--- config.mk ---
export PLATFORM = sky130hd
export DESIGN_NAME = uart_cmd_parser
export DESIGN_NICKNAME = d
export VERILOG_FILES = /design/src/rtl/uart_cmd_parser_pkg.sv /design/src/rtl/hex_ascii.sv /design/src/rtl/uart_cmd_parser.sv
export SDC_FILE = /design/constraint.sdc
export NUM_CORES = 1
export LEC_CHECK = 0
export CAP_MARGIN = 25
export CORE_ASPECT_RATIO = 1.75
export CORE_MARGIN = 1
export CORE_UTILIZATION = 34
export CTS_CLUSTER_DIAMETER = 200
export CTS_CLUSTER_SIZE = 40
export DETAILED_ROUTE_END_ITERATION = 12
export GPL_TIMING_DRIVEN = 0
export SYNTH_ARGS = -nofsm -noshare
export SYNTH_HDL_FRONTEND = slang
export SYNTH_HIERARCHICAL = 1
export SYNTH_SLANG_ARGS = --single-unit
--- constraint.sdc ---
create_clock -name clk -period 5.1 [get_ports clk]
set_clock_uncertainty 0.15 [all_clocks]
set_input_delay 0.765 -clock clk [delete_from_list [all_inputs] [get_ports clk]]
set_output_delay 0.765 -clock clk [all_outputs]
set_load 0.03 [all_outputs]
--- src/rtl/uart_cmd_parser_pkg.sv ---
// Shared ASCII constants and FSM state encodings for the UART command parser.
package uart_cmd_parser_pkg;

  localparam logic [7:0] ChW  = 8'h57;
  localparam logic [7:0] ChR  = 8'h52;
  localparam logic [7:0] ChK  = 8'h4B;
  localparam logic [7:0] ChE  = 8'h45;
  localparam logic [7:0] ChCr = 8'h0D;
  localparam logic [7:0] ChLf = 8'h0A;

  localparam logic [2:0] StIdle   = 3'd0;
  localparam logic [2:0] StAddr   = 3'd1;
  localparam logic [2:0] StData   = 3'd2;
  localparam logic [2:0] StEol    = 3'd3;
  localparam logic [2:0] StSkip   = 3'd4;
  localparam logic [2:0] StExec   = 3'd5;
  localparam logic [2:0] StRdwait = 3'd6;
  localparam logic [2:0] StResp   = 3'd7;

  // Receive states are encoded below the busy states so one compare suffices.
  function automatic logic is_rx_state(input logic [2:0] st);
    return (st <= StSkip);
  endfunction

endpackage

--- src/rtl/hex_ascii.sv ---
// Combinational hex helper: Encode=0 maps ASCII to {4'h0, nibble} with valid_o = is-hex,
// Encode=1 maps in_i[3:0] to an uppercase ASCII digit with valid_o = upper nibble clear.
module hex_ascii #(
  parameter bit Encode = 1'b0
) (
  input  logic [7:0] in_i,
  output logic [7:0] out_o,
  output logic       valid_o
);

  always_comb begin
    out_o   = 8'h00;
    valid_o = 1'b0;
    if (Encode) begin
      valid_o = (in_i[7:4] == 4'h0);
      out_o   = (in_i[3:0] < 4'd10) ? (8'h30 + {4'h0, in_i[3:0]})
                                    : (8'h37 + {4'h0, in_i[3:0]});
    end else if (in_i >= 8'h30 && in_i <= 8'h39) begin
      valid_o = 1'b1;
      out_o   = in_i - 8'h30;
    end else if (in_i >= 8'h41 && in_i <= 8'h46) begin
      valid_o = 1'b1;
      out_o   = in_i - 8'h37;
    end else if (in_i >= 8'h61 && in_i <= 8'h66) begin
      valid_o = 1'b1;
      out_o   = in_i - 8'h57;
    end
  end

endmodule

--- src/rtl/uart_cmd_parser.sv ---
// ASCII "W<addr><data>\n" / "R<addr>\n" parser driving a simple register bus with
// K/E/hex responses. Optional byte echo enabled by defining UART_CMD_PARSER_ECHO_EN.
module uart_cmd_parser
  import uart_cmd_parser_pkg::*;
#(
  parameter int unsigned ADDR_W = 8,
  parameter int unsigned DATA_W = 8
) (
  input  logic              clk,
  input  logic              rst_n,
  input  logic [7:0]        rx_data,
  input  logic              rx_valid,
  output logic [ADDR_W-1:0] reg_addr,
  output logic [DATA_W-1:0] reg_wdata,
  output logic              reg_we,
  output logic              reg_re,
  input  logic [DATA_W-1:0] reg_rdata,
  output logic [7:0]        tx_data,
  output logic              tx_valid,
  input  logic              tx_ready,
  output logic              err_drop
);

  localparam int unsigned AddrDigits = ADDR_W / 4;
  localparam int unsigned DataDigits = DATA_W / 4;
  localparam int unsigned RespLen    = DataDigits + 1;
  localparam int unsigned MaxDigits  = (AddrDigits > DataDigits) ? AddrDigits : DataDigits;
  localparam int unsigned CntW       = $clog2(MaxDigits + 1);
  localparam int unsigned LenW       = $clog2(RespLen + 1);

  logic [2:0]                  state_q, state_d;
  logic                        op_wr_q, op_wr_d;
  logic [ADDR_W-1:0]           addr_q, addr_d;
  logic [DATA_W-1:0]           wdata_q, wdata_d;
  logic [CntW-1:0]             cnt_q, cnt_d;
  logic [RespLen-1:0][7:0]     resp_q, resp_d;
  logic [RespLen-1:0]          resp_hex_q, resp_hex_d;
  logic [LenW-1:0]             resp_len_q, resp_len_d;

  logic [7:0] dec_out, enc_out, resp_byte;
  logic       dec_hex, enc_valid;
  logic       rx_take, echo_block, resp_active, resp_adv;
  logic       syn_err, load_e, load_k;
  logic       is_cr, is_lf;

  hex_ascii #(.Encode(1'b0)) u_dec (
    .in_i    (rx_data),
    .out_o   (dec_out),
    .valid_o (dec_hex)
  );

  // Read data is kept as raw nibbles and converted to ASCII on the way out.
  hex_ascii #(.Encode(1'b1)) u_enc (
    .in_i    (resp_q[0]),
    .out_o   (enc_out),
    .valid_o (enc_valid)
  );

  assign is_cr       = (rx_data == ChCr);
  assign is_lf       = (rx_data == ChLf);
  assign resp_active = (state_q == StResp);
  assign resp_byte   = (resp_hex_q[0] && enc_valid) ? enc_out : resp_q[0];
  assign rx_take     = rx_valid && is_rx_state(state_q) && !echo_block;
  assign err_drop    = rx_valid && !rx_take;

  assign reg_addr  = addr_q;
  assign reg_wdata = wdata_q;
  assign reg_we    = (state_q == StExec) && op_wr_q;
  assign reg_re    = (state_q == StExec) && !op_wr_q;

  always_comb begin
    state_d    = state_q;
    op_wr_d    = op_wr_q;
    addr_d     = addr_q;
    wdata_d    = wdata_q;
    cnt_d      = cnt_q;
    resp_d     = resp_q;
    resp_hex_d = resp_hex_q;
    resp_len_d = resp_len_q;
    syn_err    = 1'b0;
    load_e     = 1'b0;
    load_k     = 1'b0;

    case (state_q)
      StIdle: begin
        if (rx_take && !is_cr) begin
          if (rx_data == ChW || rx_data == ChR) begin
            op_wr_d = (rx_data == ChW);
            addr_d  = '0;
            cnt_d   = '0;
            state_d = StAddr;
          end else if (!is_lf) begin
            state_d = StSkip;
          end
        end
      end
      StAddr: begin
        if (rx_take && !is_cr) begin
          if (dec_hex) begin
            addr_d = (addr_q << 4) | ADDR_W'(dec_out);
            if (cnt_q == CntW'(AddrDigits - 1)) begin
              cnt_d   = '0;
              state_d = op_wr_q ? StData : StEol;
            end else begin
              cnt_d = cnt_q + 1'b1;
            end
          end else begin
            syn_err = 1'b1;
          end
        end
      end
      StData: begin
        if (rx_take && !is_cr) begin
          if (dec_hex) begin
            wdata_d = (wdata_q << 4) | DATA_W'(dec_out);
            if (cnt_q == CntW'(DataDigits - 1)) begin
              cnt_d   = '0;
              state_d = StEol;
            end else begin
              cnt_d = cnt_q + 1'b1;
            end
          end else begin
            syn_err = 1'b1;
          end
        end
      end
      StEol: begin
        if (rx_take && !is_cr) begin
          if (is_lf) state_d = StExec;
          else       syn_err = 1'b1;
        end
      end
      StSkip: begin
        if (rx_take && is_lf) load_e = 1'b1;
      end
      StExec: begin
        if (op_wr_q) load_k = 1'b1;
        else         state_d = StRdwait;
      end
      StRdwait: begin
        resp_d     = '0;
        resp_hex_d = '0;
        for (int i = 0; i < int'(DataDigits); i++) begin
          resp_d[i]     = {4'h0, reg_rdata[DATA_W-1-4*i -: 4]};
          resp_hex_d[i] = 1'b1;
        end
        resp_d[DataDigits] = ChLf;
        resp_len_d         = LenW'(RespLen);
        state_d            = StResp;
      end
      StResp: begin
        if (resp_adv) begin
          resp_d     = resp_q >> 8;
          resp_hex_d = resp_hex_q >> 1;
          resp_len_d = resp_len_q - 1'b1;
          if (resp_len_q == LenW'(1)) state_d = StIdle;
        end
      end
      default: state_d = StIdle;
    endcase

    // A malformed line answers at once on LF, otherwise waits for the LF in SKIP.
    if (syn_err) begin
      if (is_lf) load_e = 1'b1;
      else       state_d = StSkip;
    end

    if (load_e || load_k) begin
      resp_d     = '0;
      resp_hex_d = '0;
      resp_d[0]  = load_k ? ChK : ChE;
      resp_d[1]  = ChLf;
      resp_len_d = LenW'(2);
      state_d    = StResp;
    end
  end

  always_ff @(posedge clk or negedge rst_n) begin
    if (!rst_n) begin
      state_q    <= StIdle;
      op_wr_q    <= 1'b0;
      addr_q     <= '0;
      wdata_q    <= '0;
      cnt_q      <= '0;
      resp_q     <= '0;
      resp_hex_q <= '0;
      resp_len_q <= '0;
    end else begin
      state_q    <= state_d;
      op_wr_q    <= op_wr_d;
      addr_q     <= addr_d;
      wdata_q    <= wdata_d;
      cnt_q      <= cnt_d;
      resp_q     <= resp_d;
      resp_hex_q <= resp_hex_d;
      resp_len_q <= resp_len_d;
    end
  end

`ifdef UART_CMD_PARSER_ECHO_EN
  logic       echo_valid_q;
  logic [7:0] echo_data_q;

  always_ff @(posedge clk or negedge rst_n) begin
    if (!rst_n) begin
      echo_valid_q <= 1'b0;
      echo_data_q  <= 8'h00;
    end else if (rx_take) begin
      echo_valid_q <= 1'b1;
      echo_data_q  <= rx_data;
    end else if (echo_valid_q && tx_ready) begin
      echo_valid_q <= 1'b0;
    end
  end

  // A buffer draining this cycle can take the next byte.
  assign echo_block = echo_valid_q && !tx_ready;
  assign tx_valid   = echo_valid_q || resp_active;
  assign tx_data    = echo_valid_q ? echo_data_q : (resp_active ? resp_byte : 8'h00);
  assign resp_adv   = resp_active && tx_ready && !echo_valid_q;
`else
  assign echo_block = 1'b0;
  assign tx_valid   = resp_active;
  assign tx_data    = resp_active ? resp_byte : 8'h00;
  assign resp_adv   = resp_active && tx_ready;
`endif

endmodule
[After elaboration in Yosys (flattened, before gate mapping)]
Cells that the tools add are included.
Word-level totals
  register bits: 51
  word-level logic and storage cells: 134
  input port bits: 20
  output and inout bits: 28
Operators by class
  mux-type cells: 60
  $lt $le $gt $ge: 8
  add/sub/neg operators: 7
  bitwise operators: 2
  reduce and logical (&&, ||, !) cells: 27
  equality and inequality tests: 20
Operators with widths (count)
  $mux 8: 10
  $mux 3: 19
  $mux 24: 2
  $pmux 24 s2: 1
  $pmux 3 s7: 1
  $eq 8x4->1 const B: 2
  $eq 8x7->1 const B: 2
  $ge 8x7->1 const B: 2
  $le 8x7->1 const B: 2
  $or 8x8->8: 2
  $pmux 8 s2: 1
  $sub 8x6->8 const B: 2
  $add 6x4->7 const A: 2
  $mux 1: 14
  $mux 2: 7
  $eq 3x3->1 const B: 4
  $logic_and 1x1->1: 11
  $reduce_and 5->1: 2
  $ge 8x6->1 const B: 1
  $le 8x6->1 const B: 1
  $ne 2x2->1 const B: 4
  $pmux 2 s2: 2
  $sub 8x7->8 const B: 1
  $eq 3x2->1 const B: 2
  20 further kinds: 27

[Logic depth before layout (Yosys ltp)]
Gate-level depths: netlist of the first run.
  depth after elaboration: 12
  depth in mapped cells: 11
  mapped depth without buffers: 11

[Cells and area by module]
Netlist of the first run, hierarchy kept.
Modules (own cells, without submodules)
  uart_cmd_parser: seq. area each 875.8 µm², instances 1, area each 2011.9 µm², cells an instance 229
  hex_ascii (u_dec): seq. area each 0.0 µm², instances 1, area each 473.0 µm², cells an instance 62
  hex_ascii (u_enc): seq. area each 0.0 µm², instances 1, area each 111.4 µm², cells an instance 17

[Least setup slack after synthesis of the first run]
OpenSTA, ideal clock, no wires.
  path kind: input -> register
  from: input rx_data[1]
  to: register resp_len_q[1]
  required time: 4871 ps
  library setup time: 79 ps
  slack: 1608 ps
  path buffers: 0
  cell stages on the path: 11
  data arrival time: 3262 ps
  path through: inv_1 ha_1 or4b_4 nand4_1 o31ai_2 or2_2 or3b_1 o32a_1 o21ai_2 nand2b_1 mux2i_1
On the way
  longest elaborated chain between the ends: 12
  elaborated cells between the ends (all ways): 31
  classes of those cells: order compare: 6; eq/ne: 3; mux: 13; reduce/logical: 9
Ends and longest elaborated chain
  start, declared: line uart_cmd_parser.sv:11  | input logic [7:0] rx_data,
  $ge 8x7->1 or $le 8x7->1 (tied branches): line hex_ascii.sv:24  | end else if (in_i >= 8'h61 && in_i <= 8'h66) begin
  $logic_and 1x1->1: line hex_ascii.sv:24
  $mux 1: line hex_ascii.sv:24
  $mux 1: line hex_ascii.sv:21  | end else if (in_i >= 8'h41 && in_i <= 8'h46) begin
  $mux 1 *: line hex_ascii.sv:18  | end else if (in_i >= 8'h30 && in_i <= 8'h39) begin
  net dec_hex: line uart_cmd_parser.sv:41  | logic dec_hex, enc_valid;
  $mux 1 *: line uart_cmd_parser.sv:99, uart_cmd_parser.sv:114
  $mux 1 *: line uart_cmd_parser.sv:113  | if (rx_take && !is_cr) begin
  $pmux 1 s2 *: line uart_cmd_parser.sv:84  | case (state_q)
  $mux 1 *: line uart_cmd_parser.sv:163  | if (syn_err) begin
  $logic_or 1x1->1 *: line uart_cmd_parser.sv:168  | if (load_e || load_k) begin
  $ne 3x1->1 (no line) or $reduce_bool 3->1 (tied branches)
  $reduce_and 2->1 (no line)
  end signal, assigned: line uart_cmd_parser.sv:196  | resp_len_q <= resp_len_d;
  end, declared: line uart_cmd_parser.sv:38  | logic [LenW-1:0] resp_len_q, resp_len_d;
Mark *: on every way through the listed nets, which the timed path passes. The rest lies on a longest branch.
A chain may end at the register's enable or synchronous reset.

[Worst setup path after layout of the first run]
Ends and elaborated chain as after synthesis.

==> metrics.txt, run 1 <==
# TYPE chip_impl_metric gauge
chip_impl_info{name="outcome",value="finished clean"} 1
chip_impl_info{name="whs_endpoint",value="resp_len_q[0]$_DFFE_PN0P_"} 1
chip_impl_metric{name="maximum_number_of_pins_on_one_net_before_global_route_repair",unit=""} 36
chip_impl_info{name="cts_tree",value="yes"} 1
chip_impl_metric{name="residual_drc_count",unit=""} 0
chip_impl_info{name="worstSetupPathType",value="in -> reg"} 1
chip_impl_info{name="r2r-end",value="resp_len_q[1]$_DFFE_PN0P_"} 1
chip_impl_metric{name="netlist.area_leader.share",unit="%"} 33.7
chip_impl_info{name="synth.top_cells.by_area",value="dfrtp_1, a21oi_1, nand2_1, ha_1, nor2_1"} 1
chip_impl_metric{name="synthToLayoutAreaGrowth",unit="%"} 29.3
chip_impl_metric{name="clock_tree.htree_level_count",unit=""} 2
chip_impl_metric{name="vias_per_cell",unit=""} 5.31
chip_impl_metric{name="post_cts.repair.setup_buffers",unit=""} 0
chip_impl_info{name="hold_path.class",value="reg -> reg"} 1
chip_impl_metric{name="required",unit="ns"} 5.14
chip_impl_metric{name="drive_above_1_share",unit="%"} 12.1
chip_impl_metric{name="fp.coreArea",unit="um^2"} 7280
chip_impl_metric{name="post-place-ws",unit="ns"} 0.429
chip_impl_metric{name="critPathArrivalTime",unit="ns"} 4.43
chip_impl_metric{name="syn-mean-instance-area",unit="um^2"} 8.43
chip_impl_metric{name="numCtsBuffers",unit=""} 5
chip_impl_info{name="post-synth-top-area-cell",value="dfrtp_1"} 1
chip_impl_metric{name="fmax",unit="GHz"} 0.228
chip_impl_metric{name="critical-path-max-stage-delay",unit="ns"} 0.71
chip_impl_metric{name="initial_utilization",unit="%"} 35.6
chip_impl_metric{name="clock_sink_count",unit=""} 35
chip_impl_metric{name="netlist_instances",unit=""} 308
chip_impl_metric{name="grt-ovfl-total",unit=""} 0
chip_impl_metric{name="drt-initial-drc-count",unit=""} 38
chip_impl_metric{name="critical_path.max_fanout",unit=""} 12
chip_impl_metric{name="synth.ff_latch_count",unit=""} 35
chip_impl_metric{name="r2r_slack",unit="ns"} 3.08
chip_impl_metric{name="number_of_top_level_pins",unit=""} 48
chip_impl_metric{name="power-per-cell-area",unit="nW/um^2"} 304
chip_impl_metric{name="numnets_final",unit=""} 393
chip_impl_metric{name="yosys.cell_types.count",unit=""} 73
chip_impl_info{name="slowest_stage",value="clkdlybuf4s50_1"} 1
chip_impl_metric{name="ctsResizeCount",unit=""} 0
chip_impl_metric{name="numPortBuffers",unit=""} 46
chip_impl_metric{name="die-area",unit="um^2"} 8000
chip_impl_metric{name="wl_per_cell",unit="um"} 15.2
chip_impl_metric{name="die_w",unit="um"} 68.1
chip_impl_metric{name="worstMarginPinSlew",unit="ns"} 0.793
chip_impl_metric{name="detail_route.first_pass.iterations",unit=""} 7
chip_impl_metric{name="first_global_vias",unit=""} 2431
chip_impl_info{name="crit_family",value="simple AND/OR/NAND/NOR gates"} 1
chip_impl_info{name="synth_commonest_cells",value="nand2_1, dfrtp_1, a21oi_1, nor2_1, inv_1"} 1
chip_impl_metric{name="yosysWarnings",unit=""} 6
chip_impl_metric{name="worst_r2r_path_depth",unit=""} 5
chip_impl_info{name="worstSetupStartpointType",value="input port"} 1
chip_impl_metric{name="synth-edff-count",unit=""} 0
chip_impl_info{name="synth_ff_type",value="dfrtp_1"} 1
chip_impl_metric{name="grt.total_usage",unit="%"} 18.1
chip_impl_metric{name="sequential_to_total_area_share_from_yosys_stat",unit="%"} 33.7
chip_impl_metric{name="totalWireLength",unit="um"} 6850
chip_impl_metric{name="row_count",unit=""} 41
chip_impl_metric{name="antenna_found_initial",unit=""} 0
chip_impl_metric{name="first_pass_grt_wire_length",unit="um"} 11300
chip_impl_metric{name="clock_latency",unit="ns"} 0.27
chip_impl_metric{name="setup_tns",unit="ns"} 0
chip_impl_metric{name="critical_path.n_buffers_inverters",unit=""} 2
chip_impl_metric{name="antenna_cells",unit=""} 0
chip_impl_metric{name="relSlewSlack",unit="%"} 47.1
chip_impl_metric{name="routabilityCongestion",unit=""} 0.863
chip_impl_metric{name="cts.reportedPaths.clkPinSlew",unit="ns"} 0.05
chip_impl_info{name="launch_point_of_the_worst_hold_path",value="resp_len_q[0]$_DFFE_PN0P_"} 1
chip_impl_metric{name="antenna_left",unit=""} 0
chip_impl_metric{name="worst-path-stages",unit=""} 12
chip_impl_metric{name="min_delay_path_depth",unit=""} 1
chip_impl_metric{name="die_y",unit="um"} 118
chip_impl_info{name="cp_cell_sequence",value="clkdlybuf4s50_1 -> inv_1 -> ha_1 -> or4b_4 -> nand4_1 -> o31ai_2 -> or2_2 -> or3b_1 -> o32a_1 -> o21ai_2 -> nand2b_1 -> mux2i_1"} 1
chip_impl_metric{name="cap_viol_max_count",unit=""} 0
chip_impl_metric{name="finalMaxSlewViolations",unit=""} 0
chip_impl_metric{name="postLayoutSetupSlackWorst",unit="ns"} 0.714
chip_impl_metric{name="number_of_hold_repair_buffers_added_at_the_cts_stage",unit=""} 0
chip_impl_metric{name="final_setup_vio_count",unit=""} 0
chip_impl_metric{name="postSynth.asyncResetShare",unit="%"} 100
chip_impl_metric{name="cellLeakagePower",unit="nW"} 1.47
chip_impl_metric{name="finalCoreUtilization",unit="%"} 46.1
chip_impl_info{name="rsz0062_at_grt",value="no"} 1
chip_impl_info{name="yosysMostFrequentCell",value="nand2_1"} 1
chip_impl_info{name="critPathCaptureType",value="flop"} 1
chip_impl_info{name="reg2reg_from",value="state_q[2]$_DFF_PN0_"} 1
chip_impl_metric{name="worst_ir_drop_vdd",unit="mV"} 0.164
chip_impl_info{name="crit_path_start",value="rx_data[1]"} 1
chip_impl_metric{name="routed-via-count",unit=""} 2390
chip_impl_metric{name="synthesis.area",unit="um^2"} 2600
chip_impl_metric{name="min_period",unit="ns"} 4.39
chip_impl_metric{name="dp_hpwl",unit="um"} 5270
chip_impl_metric{name="cts.path.max_buffers",unit=""} 2
chip_impl_metric{name="report.final.hold_viol_count",unit=""} 0
chip_impl_info{name="cts_root_buf",value="clkbuf_16"} 1
chip_impl_metric{name="period_share",unit="%"} 86.0
## sequential cells by signal, summed over array words and instances, names as in the netlist
name,flops
resp_q,10
reg_addr,8
reg_wdata,8
state_q,3
cnt_q,2
resp_len_q,2
op_wr_q,1
resp_hex_q,1
## cell usage in the layout (no fill, tap or decap), types with 3 or more instances in the layout
| cell | instances |
|---|---|
| a211o_1 | 3 |
| a21o_1 | 4 |
| a21oi_1 | 34 |
| and2_1 | 3 |
| and3_1 | 4 |
| buf_2 | 7 |
| buf_4 | 3 |
| buf_6 | 4 |
| clkbuf_1 | 4 |
| clkbuf_16 | 5 |
| clkdlybuf4s50_1 | 45 |
| conb_1 | 4 |
| dfrtp_1 | 35 |
| ha_1 | 10 |
| inv_1 | 14 |
| mux2_1 | 3 |
| nand2_1 | 38 |
| nand2b_1 | 3 |
| nand3_1 | 8 |
| nand4_1 | 5 |
| nor2_1 | 33 |
| nor2b_1 | 7 |
| nor3_1 | 5 |
| o21ai_0 | 7 |
| o21ai_1 | 5 |
| xnor2_1 | 6 |
## cell type report
cell class	instances	area [um^2]
Sequential cell	35	876
Clock buffer	6	129
Fill cell	749	3930
Clock inverter	2	60.1
Tap cell	86	108
Buffer	17	116
Multi-Input combinational cell	242	1550
Timing Repair Buffer	46	455
Inverter	16	60.1
## power by group
part	switching, mW	leakage (nW)	internal [mW]
logic	0.120	0.926	0.116
clock network	0.108	0.0911	0.280
registers	0.0634	0.453	0.333
## per-stage QoR
step                instance area (um^2)  cells  hold slack [ns]  power, mW
global placement                    3170    442            0.322      0.631
floorplan                           2600    310            0.304      0.550
global route                        3360    450            0.370       1.08
detailed placement                  3170    442            0.326      0.635
finish                              3360    450            0.332       1.02
CTS                                 3360    450            0.338       1.03
## how the worst max path moves through the flow
stage	to
5_1_grt	resp_len_q[1]$_DFFE_PN0P_
6_report	resp_len_q[1]$_DFFE_PN0P_
3_3_place_gp	resp_len_q[1]$_DFFE_PN0P_
3_5_place_dp	resp_len_q[1]$_DFFE_PN0P_
2_1_floorplan	resp_len_q[1]$_DFFE_PN0P_
4_1_cts	resp_len_q[1]$_DFFE_PN0P_
## cells by family (layout without fill, tap and decap cells)
group | after synthesis | count (layout) | share of synthesized area, %
other cells | 2 | 4 | 0.289
compound gates | 85 | 85 | 22.3
xor+xnor | 7 | 7 | 2.36
flops | 35 | 35 | 33.7
mux | 6 | 6 | 2.55
fa+ha+maj | 11 | 11 | 5.20
simple gates | 129 | 129 | 26.7
buf+inv | 33 | 87 | 6.80
## routing by layer
layer	wire length, um	share of wire (%)	track usage [%]	vias up
met5	0	0	0	-
met4	12	0.18	3.26	0
met3	240	3.5	2.52	2
met2	3950	58	35.6	51
met1	2650	39	19.0	1137
li1	-	-	-	1200
(Power assumes the default switching activity.)
==> inputs of run 2 (changes only) <==
- CORE_MARGIN: 1 -> 10
- CTS_BUF_LIST: unset -> sky130_fd_sc_hd__clkbuf_16
==> run 2 against run 1 <==
Net effect:
- cell count rose by 0.44%
- wire length rose by 6.5%
- hold slack improved by 0.010 ns
- largest power group unchanged
==> metrics.txt, run 2 (synthesis gave the netlist of run 1 again) <==
# TYPE chip_impl_metric gauge
chip_impl_info{name="reg2reg_from",value="state_q[2]$_DFF_PN0_"} 1
chip_impl_metric{name="grt.total_usage",unit="%"} 12.5
chip_impl_metric{name="dp.cells",unit=""} 444
chip_impl_metric{name="number_of_top_level_pins",unit=""} 48
chip_impl_info{name="cts_tree",value="yes"} 1
chip_impl_metric{name="final_cell_count_no_fill",unit=""} 452
chip_impl_metric{name="antenna_cells",unit=""} 0
chip_impl_metric{name="residual_drc_count",unit=""} 0
chip_impl_metric{name="wl_per_cell",unit="um"} 16.1
chip_impl_info{name="outcome",value="finished clean"} 1
chip_impl_info{name="cts_root_buf",value="clkbuf_16"} 1
chip_impl_metric{name="synthToLayoutAreaGrowth",unit="%"} 29.3
chip_impl_metric{name="fp.coreArea",unit="um^2"} 7510
chip_impl_info{name="critPathCaptureType",value="flop"} 1
chip_impl_info{name="worstSetupPathType",value="in -> reg"} 1
chip_impl_metric{name="drt-initial-drc-count",unit=""} 110
chip_impl_metric{name="final_setup_vio_count",unit=""} 0
chip_impl_info{name="crit_path_start",value="rx_data[1]"} 1
chip_impl_metric{name="first_pass_grt_wire_length",unit="um"} 12200
chip_impl_metric{name="ctsResizeCount",unit=""} 0
chip_impl_metric{name="power-per-cell-area",unit="nW/um^2"} 303
chip_impl_metric{name="min_period",unit="ns"} 4.37
chip_impl_metric{name="cts.reportedPaths.clkPinSlew",unit="ns"} 0.05
chip_impl_metric{name="r2r_slack",unit="ns"} 3.10
chip_impl_metric{name="critPathArrivalTime",unit="ns"} 4.41
chip_impl_metric{name="detail_route.first_pass.iterations",unit=""} 4
chip_impl_metric{name="finish.instance_area",unit="um^2"} 3360
chip_impl_info{name="layout.cells.most_common",value="clkdlybuf4s50_1"} 1
chip_impl_metric{name="cap_viol_max_count",unit=""} 0
chip_impl_metric{name="finalMaxSlewViolations",unit=""} 0
chip_impl_metric{name="first_global_vias",unit=""} 2488
chip_impl_metric{name="required",unit="ns"} 5.14
chip_impl_metric{name="antenna_left",unit=""} 0
chip_impl_info{name="rsz0062_at_grt",value="no"} 1
chip_impl_metric{name="row_count",unit=""} 42
chip_impl_metric{name="dp_hpwl",unit="um"} 5670
chip_impl_metric{name="period_share",unit="%"} 85.7
chip_impl_metric{name="fmax",unit="GHz"} 0.229
chip_impl_metric{name="area_of_the_multi_input_gates",unit="um^2"} 1550
chip_impl_metric{name="setup_tns",unit="ns"} 0
chip_impl_metric{name="totalWireLength",unit="um"} 7300
chip_impl_metric{name="post_cts.repair.setup_buffers",unit=""} 0
chip_impl_info{name="launch_point_of_the_worst_hold_path",value="resp_q[11]$_DFFE_PN0P_"} 1
chip_impl_info{name="hold_path.class",value="reg -> reg"} 1
chip_impl_metric{name="numnets_final",unit=""} 393
chip_impl_metric{name="clock_latency",unit="ns"} 0.27
chip_impl_metric{name="clock_tree.htree_level_count",unit=""} 2
chip_impl_metric{name="critical-path-max-stage-delay",unit="ns"} 0.71
chip_impl_info{name="slowest_stage",value="clkdlybuf4s50_1"} 1
chip_impl_metric{name="place_area",unit="um^2"} 3170
chip_impl_metric{name="drive_above_1_share",unit="%"} 12.1
chip_impl_metric{name="numCtsBuffers",unit=""} 5
chip_impl_metric{name="relSlewSlack",unit="%"} 48.4
chip_impl_metric{name="nFillCells",unit=""} 779
chip_impl_info{name="layout_common_cells",value="clkdlybuf4s50_1, nand2_1, dfrtp_1"} 1
chip_impl_metric{name="seqCellArea",unit="um^2"} 876
chip_impl_metric{name="vias_per_cell",unit=""} 5.33
chip_impl_metric{name="grt-ovfl-total",unit=""} 0
chip_impl_metric{name="clock_sink_count",unit=""} 35
chip_impl_metric{name="critical_path.max_fanout",unit=""} 12
chip_impl_metric{name="routed-via-count",unit=""} 2407
chip_impl_metric{name="cellLeakagePower",unit="nW"} 1.47
chip_impl_info{name="cp_cell_sequence",value="clkdlybuf4s50_1 -> inv_1 -> ha_1 -> or4b_4 -> nand4_1 -> o31ai_2 -> or2_2 -> or3b_1 -> o32a_1 -> o21ai_2 -> nand2b_1 -> mux2i_1"} 1
chip_impl_metric{name="worst_ir_drop_vdd",unit="mV"} 0.215
chip_impl_metric{name="number_of_hold_repair_buffers_added_at_the_cts_stage",unit=""} 0
chip_impl_metric{name="routabilityCongestion",unit=""} 0.883
chip_impl_metric{name="numPortBuffers",unit=""} 46
chip_impl_metric{name="antenna_found_initial",unit=""} 0
chip_impl_metric{name="worstMarginPinSlew",unit="ns"} 0.774
chip_impl_info{name="worstSetupStartpointType",value="input port"} 1
chip_impl_metric{name="hold_ws",unit="ns"} 0.342
chip_impl_metric{name="largest_reg_flops",unit=""} 10
chip_impl_metric{name="initial_utilization",unit="%"} 34.5
chip_impl_metric{name="die-area",unit="um^2"} 11700
chip_impl_metric{name="die_w",unit="um"} 86.1
chip_impl_metric{name="cts.path.max_buffers",unit=""} 2
chip_impl_info{name="largest-register",value="resp_q"} 1
chip_impl_metric{name="maximum_number_of_pins_on_one_net_before_global_route_repair",unit=""} 36
chip_impl_metric{name="die_y",unit="um"} 136
chip_impl_metric{name="report.final.hold_viol_count",unit=""} 0
## run 2: routing by layer
| metal | GRT usage (%) | vias to the layer above | wire length, um |
|---|---|---|---|
| met3 | 3.80 | 17 | 473 |
| met1 | 12.3 | 1132 | 2700 |
| met4 | 4.41 | 0 | 212 |
| li1 | - | 1199 | - |
| met5 | 0 | - | 0 |
| met2 | 23.4 | 59 | 3910 |
## run 2: final cells by class
type	instances	area share [%]
multi-input cells	242	46.2
plain buffers	17	3.46
clock inverters	3	1.90
inverters	16	1.79
clock buffers	5	3.73
flip-flops and latches	35	26.1
well taps	88	3.28
repair buffers	46	13.6
## run 2: path summary, 6_finish.rpt
kind,endpoint,cells past startpoint
max reg2reg,resp_len_q[1]$_DFFE_PN0P_,5
min reg2reg,resp_q[11]$_DFFE_PN0P_,1
max in group asynchronous,resp_q[9]$_DFFE_PN0P_,1
min in group asynchronous,reg_addr[3]$_DFFE_PN0P_,1
max,resp_len_q[1]$_DFFE_PN0P_,12
min,resp_q[11]$_DFFE_PN0P_,1
## run 2: worst max-delay path: cells and delay by family
kind	cells	cell delay, ns
AOI/OAI and AO/OA	3	0.75
adders and majority gates	1	0.21
buffers and inverters	2	0.83
muxes	1	0.18
and+or+nand+nor	5	1.66
## run 2: per-stage QoR
stage / util, % / setup slack [ns] / total power, mW
6_report: 44.7 / 0.732 / 1.02
5_1_grt: 44.7 / 0.519 / 1.08
4_1_cts: 44.7 / 0.731 / 1.02
3_5_place_dp: 42.2 / 0.466 / 0.636
3_3_place_gp: 42.2 / 0.516 / 0.630
2_1_floorplan: - / 1.61 / 0.550
## run 2: power by group
group	internal [mW]	switching, mW	total, mW
combinational	0.116	0.118	0.234
clock	0.278	0.108	0.386
sequential	0.334	0.0637	0.397
total	0.727	0.290	1.02
==> inputs of run 3 (changes only) <==
- SLEW_MARGIN: unset -> 25
==> run 3 against run 2 <==
Net effect:
- critical path depth unchanged
- sequential power about the same
- count of clock-buffer cells in the layout unchanged
- register-to-register slack about the same
- hold slack worse by 0.18 ns
- critical path type unchanged
- highest routed layer unchanged
==> metrics.txt, run 3 (synthesis gave the netlist of run 1 again) <==
# TYPE chip_impl_metric gauge
chip_impl_metric{name="drt-initial-drc-count",unit=""} 93
chip_impl_metric{name="setup_tns",unit="ns"} 0
chip_impl_metric{name="global_route.usage.met2",unit="%"} 23.8
chip_impl_metric{name="maximum_number_of_pins_on_one_net_before_global_route_repair",unit=""} 31
chip_impl_metric{name="clock_sink_count",unit=""} 35
chip_impl_metric{name="nFillCells",unit=""} 790
chip_impl_metric{name="first_global_vias",unit=""} 2492
chip_impl_info{name="outcome",value="finished clean"} 1
chip_impl_info{name="worstSetupPathType",value="in -> reg"} 1
chip_impl_metric{name="place_area",unit="um^2"} 3190
chip_impl_metric{name="worstMarginPinSlew",unit="ns"} 0.588
chip_impl_metric{name="final_cell_count_no_fill",unit=""} 453
chip_impl_metric{name="swShare",unit="%"} 28.7
chip_impl_metric{name="sequentialPowerShare",unit="%"} 38.9
chip_impl_metric{name="power.clock.fraction",unit="%"} 37.8
chip_impl_metric{name="clock_tree.htree_level_count",unit=""} 2
chip_impl_metric{name="numPortBuffers",unit=""} 46
chip_impl_metric{name="cts.path.max_buffers",unit=""} 2
chip_impl_info{name="worstSetupStartpointType",value="input port"} 1
chip_impl_metric{name="die_w",unit="um"} 86.1
chip_impl_metric{name="required",unit="ns"} 5.15
chip_impl_metric{name="initial_utilization",unit="%"} 34.5
chip_impl_metric{name="synthToLayoutAreaGrowth",unit="%"} 30.1
chip_impl_metric{name="grt-ovfl-total",unit=""} 0
chip_impl_metric{name="relSlewSlack",unit="%"} 60.6
chip_impl_metric{name="worst_ir_drop_vdd",unit="mV"} 0.206
chip_impl_metric{name="clock_latency",unit="ns"} 0.27
chip_impl_info{name="layout.cells.most_common",value="clkdlybuf4s50_1"} 1
chip_impl_metric{name="die-area",unit="um^2"} 11700
chip_impl_metric{name="row_count",unit=""} 42
chip_impl_metric{name="period_share",unit="%"} 85.3
chip_impl_metric{name="fmax",unit="GHz"} 0.230
chip_impl_metric{name="post_cts.repair.setup_buffers",unit=""} 0
chip_impl_metric{name="numCtsBuffers",unit=""} 5
chip_impl_metric{name="post-place-ws",unit="ns"} 0.468
chip_impl_metric{name="finish.instance_area",unit="um^2"} 3380
chip_impl_metric{name="area_of_the_multi_input_gates",unit="um^2"} 1550
chip_impl_metric{name="die_y",unit="um"} 136
chip_impl_metric{name="vias_per_cell",unit=""} 5.30
chip_impl_metric{name="comb_power_share",unit="%"} 23.3
chip_impl_metric{name="power",unit="mW"} 1.02
chip_impl_metric{name="min_period",unit="ns"} 4.35
chip_impl_metric{name="routabilityCongestion",unit=""} 0.883
chip_impl_metric{name="grt.total_usage",unit="%"} 12.8
chip_impl_metric{name="numnets_final",unit=""} 394
chip_impl_metric{name="power.internal",unit="uW"} 729
chip_impl_metric{name="final_setup_vio_count",unit=""} 0
chip_impl_metric{name="power-per-cell-area",unit="nW/um^2"} 303
chip_impl_info{name="layout_common_cells",value="clkdlybuf4s50_1, nand2_1, dfrtp_1"} 1
chip_impl_info{name="cts_root_buf",value="clkbuf_16"} 1
chip_impl_metric{name="wl_per_cell",unit="um"} 16.4
chip_impl_metric{name="finalMaxSlewViolations",unit=""} 0
chip_impl_metric{name="largest_reg_flops",unit=""} 10
chip_impl_metric{name="fp.coreArea",unit="um^2"} 7510
chip_impl_info{name="largest-register",value="resp_q"} 1
chip_impl_metric{name="number_of_hold_repair_buffers_added_at_the_cts_stage",unit=""} 0
chip_impl_metric{name="cellLeakagePower",unit="nW"} 1.48
chip_impl_metric{name="drive_above_1_share",unit="%"} 12.3
chip_impl_info{name="cts_tree",value="yes"} 1
chip_impl_metric{name="dp.cells",unit=""} 445
chip_impl_metric{name="antenna_found_initial",unit=""} 0
chip_impl_metric{name="dp_hpwl",unit="um"} 5780
chip_impl_metric{name="routed-via-count",unit=""} 2400
chip_impl_metric{name="critPathArrivalTime",unit="ns"} 4.40
chip_impl_info{name="critPathCaptureType",value="flop"} 1
chip_impl_metric{name="power.net_switching",unit="uW"} 293
chip_impl_info{name="grt_busiest_layer",value="met2"} 1
chip_impl_metric{name="met3_track_utilization_from_global_routing",unit="%"} 3.92
chip_impl_metric{name="postLayoutSetupSlackWorst",unit="ns"} 0.749
chip_impl_info{name="hold_path.class",value="in -> async"} 1
chip_impl_metric{name="cap_viol_max_count",unit=""} 0
chip_impl_metric{name="number_of_top_level_pins",unit=""} 48
chip_impl_metric{name="antenna_left",unit=""} 0
chip_impl_metric{name="first_pass_grt_wire_length",unit="um"} 12300
chip_impl_metric{name="antenna_cells",unit=""} 0
chip_impl_metric{name="report.final.hold_viol_count",unit=""} 0
chip_impl_metric{name="ctsResizeCount",unit=""} 0
chip_impl_info{name="rsz0062_at_grt",value="no"} 1
chip_impl_metric{name="detail_route.first_pass.iterations",unit=""} 4
chip_impl_metric{name="residual_drc_count",unit=""} 0
chip_impl_metric{name="met1_usage_in_global_routing",unit="%"} 12.5
chip_impl_metric{name="critical_path.max_fanout",unit=""} 12
chip_impl_metric{name="totalWireLength",unit="um"} 7420
chip_impl_metric{name="seqCellArea",unit="um^2"} 876
chip_impl_metric{name="cts.reportedPaths.clkPinSlew",unit="ns"} 0.06
==> run 3: cell types whose count changed in the layout (fill, tap and decap cells not counted), sizes merged <==
cell and change:
buf +1
==> run 3: final timing paths <==
kind                                   startpoint                         to  slack [ns]  cells past startpoint
setup reg to reg             state_q[1]$_DFF_PN0_    reg_addr[6]$_DFFE_PN0P_        3.09                      7
hold reg to reg            resp_q[11]$_DFFE_PN0P_     resp_q[11]$_DFFE_PN0P_        0.34                      1
min in group clk           resp_q[11]$_DFFE_PN0P_     resp_q[11]$_DFFE_PN0P_        0.34                      1
hold / removal                              rst_n   reg_wdata[7]$_DFFE_PN0P_        0.16                      1
max in group asynchronous                   rst_n      resp_q[1]$_DFFE_PN0P_        4.24                      2
setup / recovery                       rx_data[1]  resp_len_q[1]$_DFFE_PN0P_        0.75                     12
==> run 3: final cells by class <==
type                    count  share of cell area, %
clock inverters             3                   1.89
plain buffers              17                   3.44
clock buffers               5                   3.70
multi-input cells         242                   45.9
repair buffers             47                   14.1
flip-flops and latches     35                   25.9
inverters                  16                   1.78
well taps                  88                   3.26
==> run 3: worst max-delay path: stages <==
cell,delay (ns)
clkdlybuf4s50_1,0.71
inv_1,0.12
ha_1,0.22
or4b_4,0.56
nand4_1,0.22
o31ai_2,0.19
or2_2,0.36
or3b_1,0.37
o32a_1,0.33
o21ai_2,0.22
nand2b_1,0.15
mux2i_1,0.18
==> run 3: power groups by stage <==
stage / sequential (mW) / combinational (mW) / clock, mW
floorplan: 0.394 / 0.156 / 0
global placement: 0.399 / 0.231 / 0
detailed placement: 0.400 / 0.238 / 0
CTS: 0.396 / 0.240 / 0.395
global route: 0.406 / 0.270 / 0.409
finish: 0.398 / 0.238 / 0.387
==> run 3: metal layers <==
layer / part of all wire (%) / wire [um]
met1: 37 / 2780
met4: 2.8 / 208
met3: 6.1 / 456
met2: 54 / 3980
met5: 0 / 0
==> run 3: metrics by stage <==
stage	util, %	hold WS, ns
2_1_floorplan	-	0.304
3_3_place_gp	42.2	0.320
3_5_place_dp	42.4	0.326
4_1_cts	45.0	0.161
5_1_grt	45.0	0.161
6_report	45.0	0.159
